### config.mk
export PLATFORM = sky130hd
export DESIGN_NAME = nspi_frame_feeder
export DESIGN_NICKNAME = d
export VERILOG_FILES = /design/src/rtl/nspi_frame_feeder.sv
export SDC_FILE = /design/constraint.sdc
export NUM_CORES = 1
export LEC_CHECK = 0
export CAP_MARGIN = 10
export CELL_PAD_IN_SITES_DETAIL_PLACEMENT = 1
export CELL_PAD_IN_SITES_GLOBAL_PLACEMENT = 1
export CORE_ASPECT_RATIO = 0.9
export CORE_MARGIN = 1
export CORE_UTILIZATION = 41
export CTS_CLUSTER_SIZE = 12
export DETAILED_ROUTE_END_ITERATION = 16
export PLACE_DENSITY_LB_ADDON = 0.1
export SETUP_SLACK_MARGIN = 0.5
export SYNTH_ARGS = -nofsm -noshare
export SYNTH_HDL_FRONTEND = slang
export SYNTH_SLANG_ARGS = --single-unit
### constraint.sdc
create_clock -name clk -period 4.1 [get_ports clk]
set_input_delay 0.41 -clock clk [delete_from_list [all_inputs] [get_ports clk]]
set_output_delay 0.41 -clock clk [all_outputs]
set_load 0.02 [all_outputs]
### src/rtl/nspi_frame_feeder.sv
// Frame sequencer for nspi_tx: fetches one frame of per-channel bytes from a synchronous
// RAM, hands each byte to the serialiser via start_tx/tx_finish and ends with a latch pulse.
module nspi_frame_feeder #(
  parameter int unsigned CHANNEL_NUMBER  = 2,
  parameter int unsigned SPI_SIZE        = 8,
  parameter int unsigned BYTES_PER_FRAME = 384,
  parameter int unsigned GAP_CYCLES      = 4,
  parameter int unsigned LATCH_CYCLES    = 16,
  localparam int unsigned ADDR_W = (BYTES_PER_FRAME > 1) ? $clog2(BYTES_PER_FRAME) : 1
) (
  input  logic                               clk,
  input  logic                               rst_n,
  input  logic                               frame_start,
  output logic                               busy,
  output logic                               frame_done,
  output logic                               mem_rd_en,
  output logic [ADDR_W-1:0]                  mem_addr,
  input  logic [CHANNEL_NUMBER*SPI_SIZE-1:0] mem_rdata,
  output logic [SPI_SIZE-1:0]                data_out [CHANNEL_NUMBER],
  output logic                               start_tx,
  input  logic                               tx_finish,
  output logic                               frame_latch
);

  localparam int unsigned CNT_MAX    = (GAP_CYCLES > LATCH_CYCLES) ? GAP_CYCLES : LATCH_CYCLES;
  localparam int unsigned CNT_W      = (CNT_MAX > 1) ? $clog2(CNT_MAX) : 1;
  localparam int unsigned GAP_LAST   = (GAP_CYCLES > 0) ? GAP_CYCLES - 1 : 0;
  localparam int unsigned LATCH_LAST = (LATCH_CYCLES > 0) ? LATCH_CYCLES - 1 : 0;
  localparam int unsigned LAST_IDX   = BYTES_PER_FRAME - 1;

  typedef enum logic [2:0] {
    S_IDLE    = 3'd0,
    S_FETCH   = 3'd1,
    S_WAIT_RD = 3'd2,
    S_SEND    = 3'd3,
    S_GAP     = 3'd4,
    S_LATCH   = 3'd5
  } state_t;

  state_t              state, state_nxt;
  logic [ADDR_W-1:0]   byte_idx, byte_idx_nxt;
  logic [CNT_W-1:0]    cnt, cnt_nxt;

  logic                busy_d;
  logic                frame_done_d;
  logic                mem_rd_en_d;
  logic [ADDR_W-1:0]   mem_addr_d;
  logic                start_tx_d;
  logic                frame_latch_d;
  logic                load_data;

  // State, byte index and shared gap/latch counter
  always_ff @(posedge clk or negedge rst_n) begin
    if (!rst_n) begin
      state    <= S_IDLE;
      byte_idx <= '0;
      cnt      <= '0;
    end else begin
      state    <= state_nxt;
      byte_idx <= byte_idx_nxt;
      cnt      <= cnt_nxt;
    end
  end

  // Next-state logic; the counter restarts from zero on every state change
  always_comb begin
    state_nxt    = state;
    byte_idx_nxt = byte_idx;
    cnt_nxt      = '0;
    unique case (state)
      S_IDLE: begin
        // frame_done marks the final busy cycle, so a request there is dropped
        if (frame_start && !frame_done) begin
          state_nxt    = S_FETCH;
          byte_idx_nxt = '0;
        end
      end
      S_FETCH:   state_nxt = S_WAIT_RD;
      S_WAIT_RD: state_nxt = S_SEND;
      S_SEND: begin
        // start_tx is high only in the first SEND cycle; a finish there is stale
        if (tx_finish && !start_tx) begin
          if (byte_idx == ADDR_W'(LAST_IDX)) begin
            state_nxt = S_LATCH;
          end else begin
            byte_idx_nxt = byte_idx + 1'b1;
            state_nxt    = (GAP_CYCLES == 0) ? S_FETCH : S_GAP;
          end
        end
      end
      S_GAP: begin
        if (cnt == CNT_W'(GAP_LAST)) state_nxt = S_FETCH;
        else                         cnt_nxt   = cnt + 1'b1;
      end
      S_LATCH: begin
        if (cnt == CNT_W'(LATCH_LAST)) state_nxt = S_IDLE;
        else                           cnt_nxt   = cnt + 1'b1;
      end
      default: state_nxt = S_IDLE;
    endcase
  end

  // Output decode from the upcoming state so the registered outputs line up with it
  always_comb begin
    mem_rd_en_d   = (state_nxt == S_FETCH);
    mem_addr_d    = mem_rd_en_d ? byte_idx_nxt : mem_addr;
    start_tx_d    = (state_nxt == S_SEND) && (state != S_SEND);
    frame_latch_d = (state_nxt == S_LATCH);
    frame_done_d  = (state == S_LATCH) && (state_nxt == S_IDLE);
    busy_d        = (state_nxt != S_IDLE) || frame_done_d;
    load_data     = (state == S_WAIT_RD);
  end

  always_ff @(posedge clk or negedge rst_n) begin
    if (!rst_n) begin
      busy        <= 1'b0;
      frame_done  <= 1'b0;
      mem_rd_en   <= 1'b0;
      mem_addr    <= '0;
      start_tx    <= 1'b0;
      frame_latch <= 1'b0;
    end else begin
      busy        <= busy_d;
      frame_done  <= frame_done_d;
      mem_rd_en   <= mem_rd_en_d;
      mem_addr    <= mem_addr_d;
      start_tx    <= start_tx_d;
      frame_latch <= frame_latch_d;
    end
  end

  // RAM word captured at the end of WAIT_RD and held for the whole SEND phase
  always_ff @(posedge clk or negedge rst_n) begin
    if (!rst_n) begin
      for (int unsigned c = 0; c < CHANNEL_NUMBER; c++) data_out[c] <= '0;
    end else if (load_data) begin
      for (int unsigned c = 0; c < CHANNEL_NUMBER; c++)
        data_out[c] <= mem_rdata[c*SPI_SIZE +: SPI_SIZE];
    end
  end

endmodule

# After elaboration in Yosys (flattened, before gate mapping)
# Index checks and enable logic that the tools add are counted.
# totals
regBits	46
in_bits	20
output_inout_bits	30
wordCells	48
# classes
n_addsub	2
n_eq_ne	12
mux	13
reduce_logical	10
# ops
cell	n
$mux 9	3
$pmux 3 s6	1
$pmux 9 s2	1
$mux 3	4
$add 9x1->9 const B	1
$eq 3x2->1 const B	3
$eq 3x3->1 const B	3
$eq 9x9->1 const B	1
$mux 4	2
$pmux 4 s2	1
$eq 3x1->1 const B	2
$logic_not 3->1	2
$add 4x1->4 const B	1
$eq 4x2->1 const B	1
$eq 4x4->1 const B	1
$logic_and 1x1->1	4
$ne 3x2->1 const B	1
$reduce_bool 3->1	1
$logic_not 1->1	2
$logic_or 1x1->1	1
$mux 1	1

# Logic depth before layout (Yosys ltp)
# Gate-level depths: netlist of the first run.
# depth
depth_word	7
ltp_mapped	6
ltp_nobuf	6

# Least setup slack after synthesis of the first run
# No wires, ideal clock.
# synth_path
path_kind	register to register
start	reg state[1]
end	reg mem_addr[5]
setup_ns	0.125
arrival_ns	1.717
required_ns	3.975
setup_slack_ns	2.258
stages_incl_launch_ff	7
path_buffers	1
period_less_slack_ns	1.842
cell_sequence	dfrtp_1 -> buf_6 -> or4b_4 -> or2_4 -> and2_4 -> clkinv_4 -> mux2_4
# synth_via
elab_chain_cells	3
word_cells_on_any_way	13
classes_between	eq/ne: 6; mux: 6; reduce/logical: 1
# synth_lines
element	line_no	source
start: declaration	40	state_t state, state_nxt;
start signal: assignment	59	state <= state_nxt;
$eq 3x3->1, or another cell as far along	70	unique case (state)
$pmux 3 s6 (*)	70	
$eq 3x1->1 (*)	105	mem_rd_en_d = (state_nxt == S_FETCH);
net mem_rd_en_d	46	logic mem_rd_en_d;
end signal: assignment	126	mem_addr <= mem_addr_d;
end: declaration	17	output logic [ADDR_W-1:0] mem_addr,
# The timed path passes the listed nets; every way through them passes the cells marked *.
# A chain may end at the register's enable or synchronous reset.

# Worst setup path after layout of the first run
# Ends and elaborated chain as after synthesis.

==> qor.csv, run 1 <==
stage,metric,value,unit
outcome,run_status,completed,
die,core,0.00483,mm2
final_layout,drive_above_1_share,15.0,%
power_and_ir_drop,p_int,1.18,mW
global_route,antenna_found_initial,0,
synthesis,syn_area,0.00205,mm2
sta,rsz0062_at_grt,false,
power_and_ir_drop,power.density,681,mW/mm2
sta,setup_viol,0,
sta,slew_headroom,33.2,%
synthesis,async_flop_share,100,%
cts,hold_buffers,0,
cts,cts_buffer_depth,2,
global_route,grt_pass1_vias,1634,
final_layout,final_nets,247,
synthesis,ys_seq_area_share,56.1,%
worst_setup_path,crit_arrival,2.35,ns
sta,fin_crit_sh,52.7,%
sta,setup_ws,1.94,ns
worst_setup_path,worstReg2RegStart,state[1],
synthesis,syn_nets,196,
final_layout,fin_area,0.00271,mm2
global_route,grt_pass1_wl,8.25,mm
cts,htree_levels,2,
cts,clk_pin_slew,0.09,ns
cts,clock_sinks,46,
cts,numCtsBuffers,5,
placed_design,placed_cell_area,0.00260,mm2
placed_design,dp_slack,1.79,ns
worst_setup_path,crit_path_start,state[1],
worst_setup_path,crit_path_start_kind,flop,
synthesis,ys_seq_elements,46,
sta,fin_setup_tns,0,ns
placed_design,place.port_buffers,49,
synthesis,syn_inst,174,
drt,via_count,1546,
die,initial_core_util,42.4,%
placed_design,dpl.hpwl,3.41,mm
drt,dr.pass1.iters,4,
cts,cts_root_buf,clkbuf_8,
cts,ctsResizeCount,0,
power_and_ir_drop,clkPwrFrac,18.4,%
synthesis,avgSynthCellArea,11.8,um2
synthesis,synth_edf_count,0,
global_route,grt-ovfl-total,0,
sta,fmax,463,MHz
worst_setup_path,cp-endpoint,mem_addr[5],
power_and_ir_drop,vdd.ir_drop.worst,0.379,mV
final_layout,fillCellCount,523,
final_layout,antenna_cells,0,
worst_setup_path,end_kind,flop,
drt,drt_wl_total,4.74,mm
die,io_pins,50,
worst_setup_path,required,4.29,ns
die,die_height,69.1,um
drt,drc_errors,0,
worst_setup_path,cp_max_fo,11,
synthesis,synth_ff_type,dfrtp_1,
synthesis,synth_warnings,0,
drt,vias_per_cell,5.31,
cts,cts_tree,done,
drt,ant_nets,0,
power_and_ir_drop,switchingPower,0.663,mW
final_layout,final_util,56.0,%
power_and_ir_drop,seq_power_share,39.1,%
sta,skew,0.00254,ns
power_and_ir_drop,p_total,1.84,mW
sta,finalHoldViolCount,0,
global_route,grt_max_degree,47,
power_and_ir_drop,comb_power_share,42.6,%
global_route,grt_usage,20.3,%
worst_setup_path,criticalPathCategory,flop to flop,
synthesis,yosysTopAreaCellShare,56.1,%
die,die-area,0.00529,mm2
worst_setup_path,worstReg2RegEnd,mem_addr[5],
worst_setup_path,r2r_cells,5,
worst_setup_path,r2r_slack,1.94,ns
synthesis,synth_area_leader_cell,dfrtp_1,
die,row_count,24,
final_layout,area_growth,32.0,%
synthesis,synth.area.top_cells,"dfrtp_1 (56%), mux2_2 (8.8%), mux2i_1 (4.4%)",
placed_design,gp_congestion,0.816,
sta,min_period,2.16,ns
cts,cts_setup_buffers,0,
drt,wire_per_inst,16.3,um
sta,worstMarginPinSlew,1.00,ns
sta,maxSlewViolCount,0,
synthesis,ys_types,40,
flow_run,maxCapViolations,0,
drt,drt_iter0_drc,59,
die,die-width,76.6,um
cts,clock_latency,0.30,ns
power_and_ir_drop,p_sw_share,36.0,%
hold_path,hp-class,input port to asynchronous set/reset pin,
power_and_ir_drop,power.leakage,1.19,nW
## registers in the layout (all words and copies together), names as in the netlist
name,count
busy,1
byte_idx,9
cnt,4
data_out,16
frame_done,1
frame_latch,1
mem_addr,9
mem_rd_en,1
start_tx,1
state,3
## layer usage
| layer | global-route usage [%] | routed length [um] | up-vias |
|---|---|---|---|
| li1 | - | - | 725 |
| met1 | 26.6 | 2080 | 765 |
| met2 | 32.3 | 2280 | 49 |
| met3 | 5.96 | 315 | 7 |
| met4 | 6.62 | 63 | 0 |
| met5 | 0 | 0 | - |
## stage by stage
stage          hold slack, ns  instances
2_1_floorplan           0.114        174
3_3_place_gp            0.448        283
3_5_place_dp            0.459        283
4_1_cts                 0.319        291
5_1_grt                 0.369        291
6_report                0.272        291
## how the worst min path moves through the flow
stage,startpoint,end,slack [ns],cells past startpoint
floorplan,rst_n,busy,0.11,0
global placement,cnt[0],cnt[0],0.45,1
detailed placement,cnt[0],cnt[0],0.46,1
CTS,rst_n,state[1],0.32,1
global route,rst_n,mem_rd_en,0.37,1
finish,rst_n,state[1],0.27,1
## cells by family after synthesis
logic type	synth area share [%]
flops	56.1
buf+inv	2.44
xor+xnor	0.427
mux	13.9
compound gates	6.41
fa+ha+maj	1.22
simple gates	19.5
## layout make-up
cell class	instances	area, um2	area share [%]
Clock buffer	6	72.6	2.68
Clock inverter	2	37.5	1.39
Inverter	3	16.3	0.601
Multi-Input combinational cell	119	855	31.6
Sequential cell	46	1150	42.5
Tap cell	65	81.3	3.01
Timing Repair Buffer	50	493	18.2
## synth_stat cells, drive strengths merged (2+ instances only)
| cell type | number |
|---|---|
| and2 | 2 |
| nor2 | 9 |
| mux2 | 17 |
| nand3 | 14 |
| nor2b | 4 |
| nor4 | 2 |
| nor3 | 3 |
| nand2 | 14 |
| nand4 | 3 |
| and3b | 2 |
| buf | 4 |
| inv | 2 |
| and3 | 6 |
| or4b | 2 |
| clkbuf | 2 |
| a31oi | 3 |
| o211ai | 2 |
| dfrtp | 46 |
| ha | 2 |
| a21oi | 2 |
| mux2i | 9 |
| nand2b | 3 |
| o21ai | 9 |
## critical path: stages, from the launching register on
cell and delay (ns):
dfrtp_1 0.49, nor2b_1 0.37, nand3_1 0.48, and2_4 0.38, clkinv_4 0.05, mux2_4 0.28
## layout by cell type (no fill, tap or decap), types with 2 or more instances in the layout
| cell | Yosys | layout |
|---|---|---|
| nor2_1 | 9 | 9 |
| o211ai_1 | 2 | 2 |
| and3b_1 | 2 | 2 |
| and3_1 | 6 | 6 |
| a31oi_1 | 3 | 3 |
| clkdlybuf4s50_1 | 0 | 48 |
| nor4_1 | 2 | 2 |
| nor2b_1 | 4 | 4 |
| nand2_1 | 14 | 14 |
| nand4_1 | 3 | 3 |
| nor3_1 | 3 | 3 |
| o21ai_0 | 8 | 8 |
| dfrtp_1 | 46 | 46 |
| nand3_1 | 14 | 14 |
| mux2i_1 | 9 | 9 |
| ha_1 | 2 | 2 |
| nand2b_1 | 3 | 3 |
| mux2_2 | 16 | 16 |
| inv_1 | 2 | 2 |
| a21oi_1 | 2 | 2 |
| clkbuf_8 | 0 | 5 |
## power groups by stage
stage | combinational [mW] | sequential [mW] | clock, mW
after floorplan | 0.365 | 0.819 | 0
after global placement | 0.770 | 0.715 | 0
after detailed placement | 0.792 | 0.725 | 0
after CTS | 0.796 | 0.722 | 0.344
after global routing | 0.842 | 0.744 | 0.367
final | 0.784 | 0.719 | 0.338
No activity file was read; power rests on OpenSTA's default activity.
==> inputs of run 2 (changes only) <==
CORE_UTILIZATION = 38   (was 41)
clock period = 2.3 ns   (was 4.1 ns; I/O delays follow)
==> run 2 against run 1 <==
Against the previous run: critical path depth unchanged; hold slack improved by 0.060 ns; non-clock buffer count grew 13; global-route usage decreased by 0.32 points; critical endpoint unchanged; largest power group unchanged.
==> qor.csv, run 2 (synthesis gave the netlist of run 1 again) <==
stage,metric,value,unit
worst_setup_path,required,2.49,ns
global_route,grt_max_degree,36,
final_layout,largest_reg_flops,16,
cts,numCtsBuffers,5,
cts,htree_levels,2,
die,die_height,71.7,um
sta,holdWs,0.333,ns
drt,via_count,1618,
worst_setup_path,crit_arrival,2.01,ns
sta,fin_crit_sh,78.9,%
drt,vias_per_cell,5.30,
final_layout,final_nets,261,
global_route,antenna_found_initial,0,
final_layout,drive_above_1_share,22.5,%
worst_setup_path,r2r_cells,5,
final_layout,final_cell_mix,"clkdlybuf4s50_1 (48), dfrtp_1 (42), mux2_2 (16)",
sta,min_period,1.81,ns
cts,clk_pin_slew,0.09,ns
worst_setup_path,crit_path_start,state[1],
global_route,grt-ovfl-total,0,
die,initial_core_util,40.9,%
final_layout,reg_top3,"data_out: 16 flops, byte_idx: 9 flops, mem_addr: 9 flops",
sta,setup_viol,0,
worst_setup_path,criticalPathCategory,flop to flop,
final_layout,fin_area,0.00282,mm2
placed_design,place.port_buffers,49,
global_route,grt_pass1_vias,1746,
worst_setup_path,crit_path_start_kind,flop,
hold_path,hp-class,input port to asynchronous set/reset pin,
drt,drt_wl_total,5.33,mm
worst_setup_path,cp-endpoint,mem_addr[5],
worst_setup_path,cp_max_fo,4,
sta,maxSlewViolCount,0,
cts,cts_tree,done,
sta,fin_setup_tns,0,ns
power_and_ir_drop,power.density,1200,mW/mm2
die,core,0.00501,mm2
drt,dr.pass1.iters,4,
drt,drc_errors,0,
cts,cts_root_buf,clkbuf_8,
sta,worstMarginPinSlew,0.444,ns
die,die-area,0.00569,mm2
worst_setup_path,end_kind,flop,
cts,clock_sinks,46,
sta,skew,0.00988,ns
final_layout,multi_input_area,885,um2
final_layout,fillCellCount,537,
outcome,run_status,completed,
sta,fmax,551,MHz
worst_setup_path,worstReg2RegEnd,mem_addr[5],
drt,wire_per_inst,17.5,um
drt,ant_nets,0,
placed_design,gp_congestion,0.787,
placed_design,dp_slack,0.251,ns
cts,clock_latency,0.30,ns
sta,setup_ws,0.485,ns
worst_setup_path,worstReg2RegStart,state[1],
sta,rsz0062_at_grt,true,
flow_run,maxCapViolations,0,
placed_design,placed_cell_area,0.00263,mm2
power_and_ir_drop,vdd.ir_drop.worst,0.657,mV
die,io_pins,50,
final_layout,antenna_cells,0,
worst_setup_path,r2r_slack,0.49,ns
die,row_count,24,
final_layout,area_growth,37.6,%
die,die-width,79.4,um
placed_design,dpl.hpwl,3.65,mm
final_layout,seq_area,0.00116,mm2
sta,slew_headroom,70.4,%
drt,drt_iter0_drc,92,
global_route,grt_pass1_wl,8.63,mm
final_layout,layout_commonest_cell,clkdlybuf4s50_1,
global_route,grt_usage,20.0,%
sta,finalHoldViolCount,0,
final_layout,regMostFlops,data_out,
power_and_ir_drop,power.leakage,1.25,nW
cts,cts_buffer_depth,2,
[run 2: worst min path at each step]
stage,from,endpoint,slack (ns),depth (start not counted)
6_report,rst_n,state[1],0.33,2
5_1_grt,rst_n,byte_idx[4],0.36,2
4_1_cts,rst_n,byte_idx[3],0.35,2
3_5_place_dp,rst_n,state[1],0.14,1
3_3_place_gp,rst_n,state[1],0.12,1
2_1_floorplan,rst_n,busy,-0.07,0
[run 2: metrics by stage]
stage               power, mW  instances  util [%]
floorplan                2.11        174         -
global placement         2.69        288      52.5
detailed placement       2.76        288      52.5
CTS                      3.33        301      55.2
global route             3.59        305      56.3
finish                   3.39        305      56.3
[run 2: worst max-delay path, stage by stage, from the launching register on]
cell,delay (ns)
dfrtp_2,0.41
or4b_4,0.55
or2_4,0.26
and2_4,0.16
clkinv_4,0.05
mux2_4,0.28
[run 2: timing repair]
action,CTS,global route
cloned,0,1
gates resized for setup,2,8
endpoints found under the setup margin,8,9
setup buffers,4,3
endpoints found under the hold margin,11,0
pin swaps,1,2
hold buffers,1,0
[run 2: report_power, final]
part / switching (mW) / internal, mW / leakage [nW]
Combinational: 0.823 / 0.828 / 0.616
Clock: 0.273 / 0.243 / 0.0482
Sequential: 0.160 / 1.07 / 0.586
[run 2: layout make-up]
type	instances	share of cell area [%]
clock inverter	1	0.177
multi-input combinational	120	31.3
timing repair buffer	63	21.0
sequential	46	41.0
inverter	3	0.576
tap	65	2.88
clock buffer	7	3.06
[run 2: metal layers]
| layer | share of wire (%) | GRT usage, % | routed length, um |
|---|---|---|---|
| met4 | 1.1 | 4.24 | 59 |
| met1 | 43 | 25.8 | 2280 |
| met5 | 0 | 0 | 0 |
| met2 | 51 | 33.3 | 2720 |
| met3 | 5.2 | 5.73 | 278 |
==> RTL change 1: new RTL, flow settings as in run 2 <==
Change the parameter `LATCH_CYCLES` from 16 to 32.
--- a/src/rtl/nspi_frame_feeder.sv
+++ b/src/rtl/nspi_frame_feeder.sv
@@ -7,3 +7,3 @@
   parameter int unsigned GAP_CYCLES      = 4,
-  parameter int unsigned LATCH_CYCLES    = 16,
+  parameter int unsigned LATCH_CYCLES    = 32,
   localparam int unsigned ADDR_W = (BYTES_PER_FRAME > 1) ? $clog2(BYTES_PER_FRAME) : 1
Formal check against the unedited RTL: no difference found for any inputs over 10 cycles, from zero or initial values and one cycle with rst_n low; that may be too few to reach the edited logic, so the function may still have changed.
==> RTL change 1 against run 2 <==
Total power fell by 4.8%. Utilization up 0.36 points. Final area hardly changed. Clock skew fell by 0.0037 ns. Largest cell class unchanged. Routed wire length down 5.1%. Setup slack worse by 0.15 ns. Die area is 1.3% lower. Final cell count shrank 3.6%. Sequential cell count rose by 1. Area after synthesis decreased by 1.3%. Critical path type unchanged. Highest routed layer unchanged. Global-route usage is 0.30 points lower.
==> RTL change 1: results (changes against run 2) <==
- Status: finished, final reports clean (unchanged)
- Post-synth cell types: 44 (was 40)
- Nets@finish: 251 (was 261)
- Initial drt markers: 64 (was 92)
- Reg2reg end: mem_addr[8] (was mem_addr[5])
- Pleak: 1.21 nW (was 1.25 nW)
- Initial antenna violation count: 0 (unchanged)
- Adder-Cell Fraction of Synth Area: 1.86% (was 1.22%)
- YS warnings: 0 (unchanged)
- Mean Syn Cell Area: 12.3 um2 (was 11.8 um2)
- P per Cell Area: 1140 mW/mm2 (was 1200 mW/mm2)
- Critical path arrival: 2.15 ns (was 2.01 ns)
- Syn nets: 187 (was 196)
- Vias: 1581 (was 1618)
- Max IR drop VDD: 642 uV (was 657 uV)
- Post-synth top cells: dfrtp_1 (47), mux2_2 (17), nand2_1 (11) (was dfrtp_1 (46), mux2_2 (16), nand2_1 (14), nand3_1 (14))
- Synth Area in Compound Gates: 9.40% (was 6.41%)
- XOR/XNOR Fraction of Synth Area: 0.866% (was 0.427%)
- DP Worst Slack: 0.158 ns (was 0.251 ns)
- Register area share after synthesis: 58.1% (was 56.1%)
- Placed cells: 278 (was 288)
- Net switching power: 1.13 mW (was 1.26 mW)
- Combinational power share: 44.2% (was 48.6%)
- Largest net degree at the start of global routing: 48 (was 36)
- Total wire length: 5.06 mm (was 5.33 mm)
- Setup ws final: 0.335 ns (was 0.485 ns)
- Clk_skew: 0.00614 ns (was 0.00988 ns)
- CP peak stage delay: 0.46 ns (was 0.55 ns)
- Filler Cell Count: 543 (was 537)
- Wl on met1: 2.15 mm (was 2.28 mm)
- Hpwl dp: 3.49 mm (was 3.65 mm)
- CP max FO: 5 (was 4)
- Fin cells: 294 (was 305)
- Met3 WL: 249 um (was 278 um)
- Metal2 WL: 2.61 mm (was 2.72 mm)
- Post-Place Cell Area: 0.00262 mm2 (was 0.00263 mm2)
- Top post-synthesis cells by area: dfrtp_1 (58%), mux2_2 (9.5%), nand2_1 (2.0%), ha_1 (1.9%), nand3_1 (1.7%) (was dfrtp_1 (56%), mux2_2 (8.8%), mux2i_1 (4.4%), nand3_1 (3.4%), nand2_1 (2.6%))
- GRT met2 Usage: 34.5% (was 33.3%)
- Sequential cell area: 0.00118 mm2 (was 0.00116 mm2)
- GRT Total Usage: 19.7% (was 20.0%)
[RTL change 1: how the worst min path moves through the flow]
stage	start	end	slack [ns]	depth (start not counted)
finish	rst_n	cnt[2]	0.44	3
CTS	rst_n	cnt[2]	0.45	3
global route	rst_n	cnt[2]	0.47	3
detailed placement	rst_n	cnt[2]	0.23	2
floorplan	rst_n	busy	-0.07	0
global placement	rst_n	cnt[3]	0.23	2
[RTL change 1: timing repair]
item                       4_1_cts  5_1_grt
setup buffers                    4        3
hold endpoints to repair        47        0
hold buffers                     1        0
setup endpoints to repair       17       18
resized for setup               10        5
pin swaps                        2        1
[RTL change 1: cell type report]
type	count	share of cell area (%)
sequential	47	41.7
multi-input combinational	108	30.1
timing repair buffer	62	21.2
clock buffer	8	3.54
tap	65	2.88
inverter	4	0.532
[RTL change 1: tightest hold or removal path: stages]
cell and delay, ns:
dlygate4sd3_1 0.52, buf_2 0.12, buf_12 0.25
==> RTL change 2: new RTL, flow settings as in run 2 <==
Without the edit above. Make the reset (`rst_n`) synchronous in 3 clocked blocks.
--- a/src/rtl/nspi_frame_feeder.sv
+++ b/src/rtl/nspi_frame_feeder.sv
@@ -52,3 +52,3 @@
   // State, byte index and shared gap/latch counter
-  always_ff @(posedge clk or negedge rst_n) begin
+  always_ff @(posedge clk) begin
     if (!rst_n) begin
@@ -113,3 +113,3 @@
 
-  always_ff @(posedge clk or negedge rst_n) begin
+  always_ff @(posedge clk) begin
     if (!rst_n) begin
@@ -132,3 +132,3 @@
   // RAM word captured at the end of WAIT_RD and held for the whole SEND phase
-  always_ff @(posedge clk or negedge rst_n) begin
+  always_ff @(posedge clk) begin
     if (!rst_n) begin
Formal check against the unedited RTL: differs if rst_n is asserted again (counterexample within 4 cycles, from zero or initial values and one cycle with rst_n low); with rst_n held inactive, the same outputs for 10 cycles.
==> RTL change 2 against run 2 <==
Sequential share of layout area fell by 8.4 points. Area after synthesis fell by 1.3%. Sequential cell count did not move. Routed wire length rose by 5.4%. Final area rose by 1.1%. Synthesized cell count rose by 30%. Setup slack improved by 0.029 ns.
Power is not compared: it rests on default switching activity, and its combinational part moved more than twofold at a synthesized area within 25%.
==> RTL change 2: results (changes against run 2) <==
- Worst path top cell family by delay: compound AO/OA/AOI/OAI gates (was simple AND/OR/NAND/NOR gates)
- Hpwl dp: 3.65 mm (about the same)
- Nets@finish: 305 (was 261)
- Clk_skew: 0.0148 ns (was 0.00988 ns)
- Top post-synthesis cells by area: dfxtp_1 (46%), nand2_1 (7.6%), a21oi_1 (5.4%), mux2i_1 (3.5%), and2_1 (3.1%) (was dfrtp_1 (56%), mux2_2 (8.8%), mux2i_1 (4.4%), nand3_1 (3.4%), nand2_1 (2.6%))
- Initial drt markers: 126 (was 92)
- GRT met2 Usage: 32.0% (was 33.3%)
- Vias in the first global route: 1763 (was 1746)
- GRT met3 Usage: 4.20% (was 5.73%)
- Worst-case reg-to-reg path depth: 7 (was 5)
- First-pass GRT wire length: 8.44 mm (was 8.63 mm)
- Synth Flop Type: dfxtp_1 (was dfrtp_1)
- Fraction of registers with async set/reset: 0% (was 100%)
- CP peak stage delay: 0.40 ns (was 0.55 ns)
- CP max FO: 9 (was 4)
- Post-synth top cells: dfxtp_1 (46), nand2_1 (41), a21oi_1 (22) (was dfrtp_1 (46), mux2_2 (16), nand2_1 (14), nand3_1 (14))
- Status: finished, final reports clean (unchanged)
- Post-synth cell types: 50 (was 40)
- Gp weighted congestion: 0.772 (was 0.787)
- Critical R2R Launch: state[1] (unchanged)
- Layout cell share with drive strength beyond 1: 14.8% (was 22.5%)
- Largest net degree at the start of global routing: 18 (was 36)
- Initial antenna violation count: 0 (unchanged)
- Worst slew margin: 57.6% (was 70.4%)
- Global-route met1 utilization: 25.3% (was 25.8%)
- Syn nets: 248 (was 196)
- Synthesized instance count: 226 (was 174)
- Hold crit path type: register to register (was primary input to asynchronous set/reset pin)
- Worst R2R Setup Slack: 0.51 ns (was 0.49 ns)
- Total wire length: 5.62 mm (was 5.33 mm)
- Vias/cell: 5.28 (was 5.30)
- Filler Cell Count: 588 (was 537)
- GRT Total Usage: 19.7% (was 20.0%)
- Placed cells: 333 (was 288)
- Worst path slowest cell: dfxtp_2 (was or4b_4)
- Register area share after synthesis: 45.5% (was 56.1%)
- Avg WL per Cell: 16.1 um (was 17.5 um)
RTL change 2: logic make-up after synthesis:
logic type               after synthesis  share of synthesized area (%)
AO/OA/AOI/OAI                         48                           15.3
XOR/XNOR                               2                          0.866
adder cells (fa/ha/maj)                2                           1.24
buffers and inverters                 15                           3.59
flip-flops                            46                           45.5
multiplexers                           8                           4.21
AND/OR/NAND/NOR                      105                           29.3
RTL change 2: power groups by stage:
stage	logic, mW	registers, mW	clock network, mW
after detailed placement	0.321	0.886	0
after floorplan	0.150	0.917	0
after global placement	0.318	0.885	0
after global routing	0.399	0.875	0.640
after CTS	0.338	0.869	0.604
final	0.371	0.869	0.595
RTL change 2: stage by stage:
step / cell area, um2 / setup slack, ns / power (mW) / hold slack, ns / util (%)
6_report: 2850 / 0.515 / 1.84 / 0.457 / 57.3
5_1_grt: 2850 / 0.454 / 1.91 / 0.480 / 57.3
4_1_cts: 2740 / 0.473 / 1.81 / 0.456 / 55.0
3_5_place_dp: 2580 / 0.348 / 1.21 / 0.441 / 51.8
3_3_place_gp: 2580 / 0.369 / 1.20 / 0.434 / 51.8
2_1_floorplan: 2020 / 0.557 / 1.07 / 0.366 / -
RTL change 2: final cells by class:
cell class / count / area, um2 / area share, %
Clock buffer: 7 / 76.3 / 2.67
Clock inverter: 1 / 30.0 / 1.05
Inverter: 4 / 15.0 / 0.526
Multi-Input combinational cell: 165 / 1080 / 37.9
Sequential cell: 46 / 930 / 32.6
Tap cell: 65 / 81.3 / 2.85
Timing Repair Buffer: 61 / 639 / 22.4
RTL change 2: metal layers:
| layer | wire, um | share of wire (%) |
|---|---|---|
| met1 | 2630 | 47 |
| met2 | 2620 | 47 |
| met3 | 238 | 4.2 |
| met4 | 137 | 2.4 |
| met5 | 0 | 0 |
RTL change 2: repair_timing:
item / in CTS / in global routing
setup endpoints to repair: 16 / 18
resized for setup: 5 / 14
pin swaps: 3 / 4
gates cloned: 0 / 1
setup buffers: 3 / 4
RTL change 2: worst reg2reg max path: stages, from the launching register on:
cell       delay, ns
dfxtp_2         0.40
nor2b_4         0.24
o211ai_1        0.12
buf_4           0.16
a32oi_4         0.30
clkbuf_16       0.21
mux2i_1         0.17
nor2_1          0.05
RTL change 2: worst min path at each step:
stage,from,endpoint,slack [ns],depth (start not counted)
CTS,cnt[0],cnt[0],0.46,1
global route,mem_rdata[8],data_out[0],0.48,3
global placement,cnt[0],cnt[0],0.43,1
finish,data_out[6],data_out[6],0.46,2
floorplan,mem_rdata[8],data_out[0],0.37,2
detailed placement,cnt[0],cnt[0],0.44,1
